[src/rtl/digit_stream_out.sv]
// -----------------------------------------------------------------------------
// digit_stream_out
//
// Readout side of the calculator digit path. A load request in IDLE captures
// NDIGITS packed 4-bit digits into a shadow register. The block then offers
// them most-significant first as ASCII characters on a valid/ready handshake.
// A one-cycle done pulse follows the final transfer.
//
// Parameters
//   NDIGITS    number of 4-bit digits in value (1..16)
//   UPPER_HEX  0: digits 10..15 -> 'a'..'f', 1: 'A'..'F'
//
// Ports
//   clk         in   clock, rising edge
//   reset       in   synchronous, active-high reset
//   load        in   start request, honoured only in IDLE
//   value       in   packed digits, digit i = value[4i+3:4i]
//   busy        out  high in SEND and DONE
//   char_valid  out  character offered
//   char_ready  in   sink accepts (transfer = char_valid & char_ready)
//   char_data   out  ASCII character (0 when char_valid is low)
//   char_index  out  digit position offered (0 when char_valid is low)
//   char_last   out  final character (index 0)
//   done        out  one-cycle pulse after the final transfer
//
// Optional feature
//   DIGIT_STREAM_LZ_BLANK_EN  when defined, leading zero digits (index > 0)
//                             are sent as spaces. Index 0 is always a numeral.
//
// All outputs are registered. Their next values are derived from the next
// state, so an output and the state it describes change on the same edge.
// -----------------------------------------------------------------------------
module digit_stream_out #(
  parameter int NDIGITS   = 10,
  parameter bit UPPER_HEX = 1'b0
) (
  input  logic                   clk,
  input  logic                   reset,
  input  logic                   load,
  input  logic [4*NDIGITS-1:0]   value,
  output logic                   busy,
  output logic                   char_valid,
  input  logic                   char_ready,
  output logic [7:0]             char_data,
  output logic [3:0]             char_index,
  output logic                   char_last,
  output logic                   done
);

  localparam int VW = 4 * NDIGITS;

  localparam logic [1:0] ST_IDLE = 2'd0;
  localparam logic [1:0] ST_SEND = 2'd1;
  localparam logic [1:0] ST_DONE = 2'd2;

  localparam logic [3:0] LAST_IDX = 4'(NDIGITS - 1);

  // Select digit idx from a packed value. Index values outside 0..NDIGITS-1
  // cannot occur; they return 0.
  function automatic logic [3:0] digit_at(input logic [VW-1:0] v,
                                          input logic [3:0]    idx);
    logic [3:0] d;
    d = 4'd0;
    for (int i = 0; i < NDIGITS; i++) begin
      if (idx == 4'(i)) begin
        d = v[4*i +: 4];
      end else begin
        d = d;
      end
    end
    return d;
  endfunction

  // Hex digit to ASCII numeral, letter case selected by UPPER_HEX.
  function automatic logic [7:0] hex_ascii(input logic [3:0] d);
    logic [7:0] c;
    if (d < 4'd10) begin
      c = 8'h30 + {4'h0, d};
    end else begin
      c = (UPPER_HEX ? 8'h41 : 8'h61) + {4'h0, d - 4'd10};
    end
    return c;
  endfunction

`ifdef DIGIT_STREAM_LZ_BLANK_EN
  // Character for a digit with leading-zero blanking. A zero is blanked only
  // while no nonzero digit has been sent and it is not the last position.
  function automatic logic [7:0] glyph(input logic [3:0] d,
                                       input logic [3:0] idx,
                                       input logic       nz_seen);
    logic [7:0] c;
    if (!nz_seen && (d == 4'd0) && (idx != 4'd0)) begin
      c = 8'h20;
    end else begin
      c = hex_ascii(d);
    end
    return c;
  endfunction
`endif

  // State and datapath registers
  logic [1:0]    state_q,  state_d;
  logic [VW-1:0] shadow_q, shadow_d;
  logic [3:0]    index_q,  index_d;
`ifdef DIGIT_STREAM_LZ_BLANK_EN
  // Set once a nonzero digit has been transferred in the current stream;
  // cleared at capture. While clear, the stream is still in its zero run.
  logic          nz_seen_q, nz_seen_d;
`endif

  // Registered outputs
  logic          busy_q,       busy_d;
  logic          char_valid_q, char_valid_d;
  logic [7:0]    char_data_q,  char_data_d;
  logic [3:0]    char_index_q, char_index_d;
  logic          char_last_q,  char_last_d;
  logic          done_q,       done_d;

  logic          xfer_s;
  logic [3:0]    cur_digit_s;
  logic [3:0]    next_digit_s;

  // Next-state logic: capture, index stepping and end-of-stream detection.
  always_comb begin
    state_d     = state_q;
    shadow_d    = shadow_q;
    index_d     = index_q;
`ifdef DIGIT_STREAM_LZ_BLANK_EN
    nz_seen_d   = nz_seen_q;
`endif
    cur_digit_s = digit_at(shadow_q, index_q);
    xfer_s      = char_valid_q & char_ready;

    case (state_q)
      ST_IDLE: begin
        if (load) begin
          shadow_d  = value;
          index_d   = LAST_IDX;
`ifdef DIGIT_STREAM_LZ_BLANK_EN
          nz_seen_d = 1'b0;
`endif
          state_d   = ST_SEND;
        end else begin
          state_d   = ST_IDLE;
        end
      end
      ST_SEND: begin
        if (xfer_s) begin
          if (index_q == 4'd0) begin
            state_d = ST_DONE;
          end else begin
            index_d   = index_q - 4'd1;
`ifdef DIGIT_STREAM_LZ_BLANK_EN
            nz_seen_d = nz_seen_q | (cur_digit_s != 4'd0);
`endif
            state_d   = ST_SEND;
          end
        end else begin
          // Stall: offer held unchanged.
          state_d = ST_SEND;
        end
      end
      ST_DONE: begin
        // load is deliberately ignored here; it is not queued.
        state_d = ST_IDLE;
      end
      default: begin
        state_d = ST_IDLE;
      end
    endcase
  end

  // Output next values, derived from the next state so they align with it.
  always_comb begin
    busy_d       = (state_d != ST_IDLE);
    char_valid_d = (state_d == ST_SEND);
    done_d       = (state_d == ST_DONE);
    next_digit_s = digit_at(shadow_d, index_d);

    if (char_valid_d) begin
      char_index_d = index_d;
      char_last_d  = (index_d == 4'd0);
`ifdef DIGIT_STREAM_LZ_BLANK_EN
      char_data_d  = glyph(next_digit_s, index_d, nz_seen_d);
`else
      char_data_d  = hex_ascii(next_digit_s);
`endif
    end else begin
      char_index_d = 4'd0;
      char_last_d  = 1'b0;
      char_data_d  = 8'd0;
    end
  end

  // State, datapath and output registers with synchronous reset.
  always_ff @(posedge clk) begin
    if (reset) begin
      state_q      <= ST_IDLE;
      shadow_q     <= '0;
      index_q      <= 4'd0;
`ifdef DIGIT_STREAM_LZ_BLANK_EN
      nz_seen_q    <= 1'b0;
`endif
      busy_q       <= 1'b0;
      char_valid_q <= 1'b0;
      char_data_q  <= 8'd0;
      char_index_q <= 4'd0;
      char_last_q  <= 1'b0;
      done_q       <= 1'b0;
    end else begin
      state_q      <= state_d;
      shadow_q     <= shadow_d;
      index_q      <= index_d;
`ifdef DIGIT_STREAM_LZ_BLANK_EN
      nz_seen_q    <= nz_seen_d;
`endif
      busy_q       <= busy_d;
      char_valid_q <= char_valid_d;
      char_data_q  <= char_data_d;
      char_index_q <= char_index_d;
      char_last_q  <= char_last_d;
      done_q       <= done_d;
    end
  end

  assign busy       = busy_q;
  assign char_valid = char_valid_q;
  assign char_data  = char_data_q;
  assign char_index = char_index_q;
  assign char_last  = char_last_q;
  assign done       = done_q;

endmodule

[config.mk]
export PLATFORM = sky130hd
export DESIGN_NAME = digit_stream_out
export DESIGN_NICKNAME = d
export VERILOG_FILES = /design/src/rtl/digit_stream_out.sv
export SDC_FILE = /design/constraint.sdc
export NUM_CORES = 1
export LEC_CHECK = 0
export CAP_MARGIN = 20
export CORE_MARGIN = 1
export CORE_UTILIZATION = 40
export DETAILED_ROUTE_END_ITERATION = 10
export PLACE_DENSITY = 0.62
export SLEW_MARGIN = 15
export SYNTH_ARGS = -nofsm -noshare
export SYNTH_HDL_FRONTEND = slang
export SYNTH_SLANG_ARGS = --single-unit
[constraint.sdc]
create_clock -name clk -period 3.8 [get_ports clk]
set_input_delay 0.76 -clock clk [delete_from_list [all_inputs] [get_ports clk]]
set_output_delay 0.76 -clock clk [all_outputs]
set_load 0.005 [all_outputs]
==> results of run 1 <==
## flip-flops by register name (all words and copies together) (netlist names)
name,flops
state_q,2
index_q,4
busy,1
char_index,4
done,1
shadow_q,40
char_valid,1
char_data,7
char_last,1
## Yosys cell counts (4+ instances only)
library cell   n
nand3_1        7
buf_1          4
mux2i_1       15
nor2_1        22
dfxtp_1       61
nor3_1         9
nor4_1         4
inv_1         10
o21ai_0        9
nand2_1       79
clkbuf_1      11
a21oi_1       41
## power by group through the flow
stage	clock network, mW	logic [mW]	registers [mW]
2_1_floorplan	0	0.215	0.717
3_3_place_gp	0	0.359	0.722
3_5_place_dp	0	0.359	0.723
4_1_cts	0.591	0.362	0.708
5_1_grt	0.614	0.398	0.712
6_report	0.579	0.361	0.708
## layout make-up
| type | count | area (µm²) |
|---|---|---|
| sequential | 61 | 1220 |
| clock buffer | 11 | 151 |
| clock inverter | 4 | 47.5 |
| multi-input combinational | 259 | 1570 |
| tap | 99 | 124 |
| inverter | 11 | 41.3 |
| timing repair buffer | 74 | 713 |
| fill | 724 | 3350 |
## cells in the final DEF, fill, tap and decap left out, types with 4 or more instances in the layout
master / Yosys / routed
nand2_1: 79 / 79
dfxtp_1: 61 / 61
clkdlybuf4s50_1: 0 / 58
a21oi_1: 41 / 41
nor2_1: 22 / 22
mux2i_1: 15 / 15
buf_4: 2 / 15
clkbuf_8: 2 / 11
inv_1: 10 / 10
o21ai_0: 9 / 9
nor3_1: 9 / 9
nand3_1: 7 / 7
nor4_1: 4 / 4
## through the flow
| stage | worst slack, ns | area (µm²) | cells | util (%) | hold WS (ns) |
|---|---|---|---|---|---|
| final | 0.358 | 3860 | 519 | 53.6 | 0.455 |
| after detailed placement | -0.0192 | 3660 | 504 | 50.8 | 0.446 |
| after CTS | 0.323 | 3860 | 519 | 53.6 | 0.455 |
| after global placement | -0.0131 | 3660 | 504 | 50.8 | 0.441 |
| after floorplan | 0.481 | 2970 | 354 | - | 0.432 |
| after global routing | 0.0882 | 3860 | 519 | 53.6 | 0.476 |
## metal layers
| metal | vias to the layer above | global-route usage, % |
|---|---|---|
| li1 | 1370 | - |
| met3 | 11 | 3.39 |
| met5 | - | 0 |
| met1 | 1292 | 29.5 |
| met2 | 67 | 33.3 |
| met4 | 0 | 8.36 |
## path summary, 6_finish.rpt
kind	startpoint	to	depth (start not counted)
worst max-delay path	load	char_data[2]	10
worst min-delay path	shadow_q[35]	shadow_q[35]	2
worst max register to register	index_q[1]	char_data[2]	12
worst min register to register	shadow_q[35]	shadow_q[35]	2
## tightest hold or removal path, cell delays in order, from the launching register on
cell	delay (ns)
dfxtp_1	0.31
nand2_1	0.05
a21oi_1	0.05
## logic make-up after synthesis
family,after synthesis
AOI/OAI and AO/OA,93
xor gates and xnor gates,1
adders and majority gates,3
buffers and inverters,34
DFF,61
muxes,17
other,1
and+or+nand+nor,144
==> key figures, run 1 <==
Worst setup path
  • Type of the worst setup path: input port to register
  • R2r setup slk: 0.43 ns
  • Worst Setup End Kind: register
  • Crit path required time: 4.05 ns
  • Startpoint types: input port
  • CP top delay family: compound AO/OA/AOI/OAI gates
  • Slowest CP cell: a2111oi_0
  • Crit path DAT: 3.69 ns
  • Critical path peak fanout: 17
  • CP Cell Sequence: clkdlybuf4s50_1 > nor3b_4 > buf_4 > nor2_1 > a2111oi_0 > a21o_1 > a222oi_1 > ha_1 > xor2_1 > a221oi_1
  • Buf+Inv Stages, Crit Path: 2
  • Crit-path max cell delay: 0.65 ns

Yosys
  • Yosys cell types: 67
  • EDFF count, synth: 0
  • Top cell type's share of synthesized area: 41.1%
  • Top post-synthesis cells by area: dfxtp_1 41%, nand2_1 10%, a21oi_1 6.9%
  • Simple-gate share of the synthesized area: 23.2%
  • Adder-cell area share of the yosys netlist: 1.26%
  • Asr flop ratio synth: 0%
  • Syn Std Cell Area: 2970 µm²
  • Avg Cell Area, Syn: 8.39 µm²
  • Synthesized instance count: 354
  • Yosys warning total: 0
  • Seq/Total Area, Yosys: 41.1%
  • Mux cell area share after synthesis: 6.19%
  • Top_reg_cell synth: dfxtp_1
  • Compound-Gate Fraction of Synth Area: 21.4%
  • Post-synth top area cell: dfxtp_1
  • Post-synthesis xor/xnor area fraction: 0.295%
  • Seq cells post-synth: 61
  • Post-Syn Nets: 401
  • Main combinational cell family by area after synthesis: simple AND/OR/NAND/NOR gates

Finish
  • ANT cells: 0
  • Area delta synth->final: 30.1%
  • Share of layout cells above drive strength 1: 13.1%
  • Nets: 463

Timing
  • Worst slew pin tran: 0.696 ns
  • Worst slew margin: 52.4%
  • RSZ-0062 raised after global routing: no
  • Max-slew violations: 0
  • Final setup vio count: 0
  • Final Hold Viols: 0
  • Skew final: 0.00503 ns
  • F_max: 0.291 GHz
  • Final worst path period share: 90.6%
  • Final setup TNS: 0 ns
  • Post-layout minimum cycle time: 3.44 ns

CTS
  • CTS tree: done
  • Worst skew pair latency: 0.34 ns
  • Worst-path clk slew: 0.07 ns
  • Root buffer cell: clkbuf_8
  • CTS Buf Count: 9
  • CTS-repair resized insts: 0
  • # hold bufs at CTS: 0
  • H-tree levels: 3
  • Sink Count: 61
  • Maximum clock path buffer count: 2
  • Post-CTS Setup Repair Bufs: 0

Pwr
  • Cell internal pwr: 1.19 mW
  • Power share of the clock group: 35.1%
  • Tot Pwr: 1.65 mW
  • Logic pwr share: 21.9%
  • Pwr Density: 426 nW/µm²
  • Share of power burned in registers: 43.0%
  • NetSw: 455 µW
  • P_leak: 1.49 nW
  • Peak VDD IR: 0.000227 V
  • Switching part of the total: 27.6%

Routing
  • Final antenna-violating net count: 0
  • Post-Route WL: 7820 µm
  • WL met2: 3500 µm
  • DR top layer: met4
  • Post-Route M1 WL: 3860 µm
  • Residual DRC: 0
  • DR iter-0 viols: 80
  • Routed len/inst: 15.1 µm
  • Total number of vias: 2740
  • Vias per cell: 5.28
  • Drt first pass iters: 4
  • Routed met3 length: 322 µm

Floorplanning
  • Initial core utilization: 41.2%
  • Die X-Extent: 88.2 µm
  • Core Area: 7210 µm²
  • Die height: 88.2 µm
  • Die ar.: 7770 µm²
  • IO Count: 60
  • Core Rows: 31

Global routing
  • GRT overflow: 0
  • Vias in the first global route: 2445
  • GRT Total Usage: 21.3%
  • Pin count of the biggest net entering global routing: 47
  • Initial antenna violation count: 0
  • First-pass GRT wire length: 12400 µm

Min path
  • Worst min path class: register to register

Placement
  • # port buffers: 58
  • DPL Wire Length: 5510 µm
  • GP Congestion: 0.795

Job
  • Max-Cap Viols: 0

Run status
  • Status: completed
Power figures use the tool's default switching activity.
==> inputs of run 2 (changes only) <==
--- a/config.mk
+++ b/config.mk
@@ -8,6 +8,7 @@
 export CAP_MARGIN = 20
 export CORE_MARGIN = 1
 export CORE_UTILIZATION = 40
+export CTS_CLUSTER_DIAMETER = 40
 export DETAILED_ROUTE_END_ITERATION = 10
 export PLACE_DENSITY = 0.62
 export SLEW_MARGIN = 15
==> results of run 2 <==
Final layout, timing and power as in run 1 (identical DEF).
==> inputs of run 3 (changes only) <==
--- a/config.mk
+++ b/config.mk
@@ -7,11 +7,11 @@
 export LEC_CHECK = 0
 export CAP_MARGIN = 20
 export CORE_MARGIN = 1
-export CORE_UTILIZATION = 40
+export CORE_UTILIZATION = 50
 export CTS_CLUSTER_DIAMETER = 40
 export DETAILED_ROUTE_END_ITERATION = 10
-export PLACE_DENSITY = 0.62
-export SLEW_MARGIN = 15
+export PLACE_DENSITY = 0.75
+export SLEW_MARGIN = 20
 export SYNTH_ARGS = -nofsm -noshare
 export SYNTH_HDL_FRONTEND = slang
 export SYNTH_SLANG_ARGS = --single-unit
==> run 3 against run 2 <==
Sequential power is essentially flat. Clock power grew 9.0%. Core utilization grew 16 points. Power grew 3.3%. Worst setup slack lost 0.098 ns. Hold slack gained 0.0012 ns. Die area shrank 20%. Cell area grew 1.3%. Register-to-register slack gained 0.02 ns. First-iteration DRC count grew 120%. Clock skew grew 0.0013 ns. Critical endpoint unchanged. Largest power group unchanged. Highest routed layer unchanged.
==> key figures, run 3 (synthesis gave the netlist of run 1 again) <==
CTS
  • # hold bufs at CTS: 0 (unchanged)
  • Worst-path clk slew: 0.06 ns (about the same)
  • H-tree levels: 3 (unchanged)
  • Maximum clock path buffer count: 2 (unchanged)
  • Post-CTS Setup Repair Bufs: 0 (unchanged)
  • CTS Buf Count: 9 (unchanged)
  • CTS tree: done
  • Sink Count: 61 (unchanged)
  • Worst skew pair latency: 0.34 ns (about the same)
  • Root buffer cell: clkbuf_8
  • CTS-repair resized insts: 0 (unchanged)

Worst setup path
  • Critical path peak fanout: 6 (-11)
  • Most frequent CP cell: buf_4
  • Slowest CP cell: a2111oi_0
  • R2r setup slk: 0.45 ns (+0.02 ns)
  • Type of the worst setup path: input port to register
  • Crit Reg-Reg Endpoint: char_data[2]
  • Crit-path max cell delay: 0.70 ns (+0.05 ns)
  • Worst Setup End Kind: register
  • CP Cell Sequence: clkdlybuf4s50_1 > nand4b_4 > buf_4 > nor2_2 > buf_4 > mux2i_1 > a2111oi_0 > a21o_1 > a222oi_1 > ha_1 > xor2_1 > a221oi_1
  • Crit path DAT: 3.79 ns (+0.10 ns)
  • Reg2Reg Depth: 11 (-1)
  • Startpoint types: input port
  • RR Startpoint: index_q[1]
  • Crit path required time: 4.05 ns (about the same)
  • Worst Setup SP: char_ready

Min path
  • Worst min path class: register to register
  • Worst hold start: shadow_q[12]
  • Hold depth: 2 (unchanged)
  • Hold endpoint: shadow_q[12]

Timing
  • Worst slew margin: 47.4% (-5.0 points)
  • F_max: 0.282 GHz (-2.8%)
  • Max-slew violations: 0 (unchanged)
  • Final Hold Viols: 0 (unchanged)
  • RSZ-0062 raised after global routing: no
  • Skew final: 0.00634 ns (+0.00131 ns)
  • Post-layout minimum cycle time: 3.54 ns (+0.0981 ns)
  • Final worst path period share: 93.2% (+2.6 points)
  • Final setup vio count: 0 (unchanged)
  • Worst slew pin tran: 0.784 ns (+0.0881 ns)

Routing
  • Post-Route WL: 7660 µm (-1.9%)
  • Routed len/inst: 15.2 µm (+1.2%)
  • Final antenna-violating net count: 0 (unchanged)
  • Total number of vias: 2784 (+1.6%)
  • Vias per cell: 5.53 (+4.8%)
  • Drt first pass iters: 5 (+1)
  • Residual DRC: 0 (unchanged)
  • DR iter-0 viols: 178 (+120%)

Placement
  • GP Congestion: 0.918 (+15%)
  • DPL Wire Length: 5470 µm (-0.85%)
  • Placed Instance Area: 3700 µm² (+0.99%)
  • # port buffers: 58 (unchanged)

Finish
  • ANT cells: 0 (unchanged)
  • Final Instance Area: 3920 µm² (+1.3%)
  • Commonest cells after routing, fill and taps aside: 79 x nand2_1, 61 x dfxtp_1, 58 x clkdlybuf4s50_1
  • Share of layout cells above drive strength 1: 15.1% (+2.0 points)
  • Most common cell after layout, fill and taps aside: nand2_1
  • Core Util, Final: 69.8% (+16 points)
  • Most flops, register: shadow_q
  • Max reg flops: 40 (unchanged)
  • Nets: 474 (+2.4%)
  • Area delta synth->final: 31.9%

Pwr
  • Peak VDD IR: 0.000268 V (+18%)
  • Pwr Density: 435 nW/µm² (+1.9%)
  • P_leak: 1.54 nW (+3.3%)

Floorplanning
  • Die X-Extent: 79.1 µm (-10%)
  • Die height: 79.1 µm (-10%)
  • Core Area: 5610 µm² (-22%)
  • Initial core utilization: 52.9% (+12 points)
  • IO Count: 60 (unchanged)
  • Core Rows: 27 (-13%)
  • Die ar.: 6250 µm² (-20%)

Global routing
  • GRT Total Usage: 27.3% (+6.0 points)
  • Vias in the first global route: 2687 (+9.9%)
  • GRT overflow: 0 (unchanged)
  • Pin count of the biggest net entering global routing: 47 (unchanged)
  • Initial antenna violation count: 0 (unchanged)
  • First-pass GRT wire length: 13100 µm (+6.1%)

Run status
  • Status: completed

Job
  • Max-Cap Viols: 0 (unchanged)
-- run 3: per-stage QoR --
step / total power, mW / hold WS (ns) / setup WS [ns] / cells / TNS [ns]
after floorplan: 0.932 / 0.432 / 0.481 / 354 / 0
after global placement: 1.08 / 0.442 / -0.109 / 488 / -0.109
after detailed placement: 1.08 / 0.448 / -0.113 / 488 / -0.113
after CTS: 1.72 / 0.458 / 0.218 / 503 / 0
after global routing: 1.79 / 0.480 / 0.00982 / 503 / 0
final: 1.70 / 0.456 / 0.260 / 503 / 0
-- run 3: worst max path at each step --
stage | end | slack [ns] | depth (start not counted)
final | char_data[2] | 0.26 | 12
after global routing | char_data[2] | 0.01 | 12
after CTS | char_data[2] | 0.22 | 12
after detailed placement | char_data[2] | -0.11 | 12
after global placement | char_data[2] | -0.11 | 12
after floorplan | char_data[2] | 0.48 | 13
-- run 3: cell type report --
| cell class | instances | area, µm² |
|---|---|---|
| multi-input combinational | 259 | 1570 |
| clock buffer | 11 | 141 |
| timing repair buffer | 85 | 783 |
| tap | 72 | 90.1 |
| sequential | 61 | 1220 |
| clock inverter | 4 | 72.6 |
| fill | 481 | 1690 |
| inverter | 11 | 41.3 |
-- run 3: report_power, final --
| part | leakage (nW) | switching, mW | internal (mW) |
|---|---|---|---|
| registers | 0.501 | 0.0254 | 0.683 |
| clock network | 0.105 | 0.249 | 0.382 |
| logic | 0.938 | 0.182 | 0.181 |
-- run 3: critical path, delay by kind of cell --
family	cells	cell delay [ns]
simple gates	2	0.29
xor+xnor	1	0.17
fa+ha+maj	1	0.34
mux	1	0.08
buf+inv	3	0.93
compound gates	4	1.20
-- run 3: per-layer routing --
layer | wire, µm | track usage, % | part of all wire (%)
met3 | 475 | 6.21 | 6.2
met1 | 3380 | 34.5 | 44
met2 | 3690 | 45.5 | 48
met4 | 122 | 9.45 | 1.6
met5 | 0 | 0 | 0
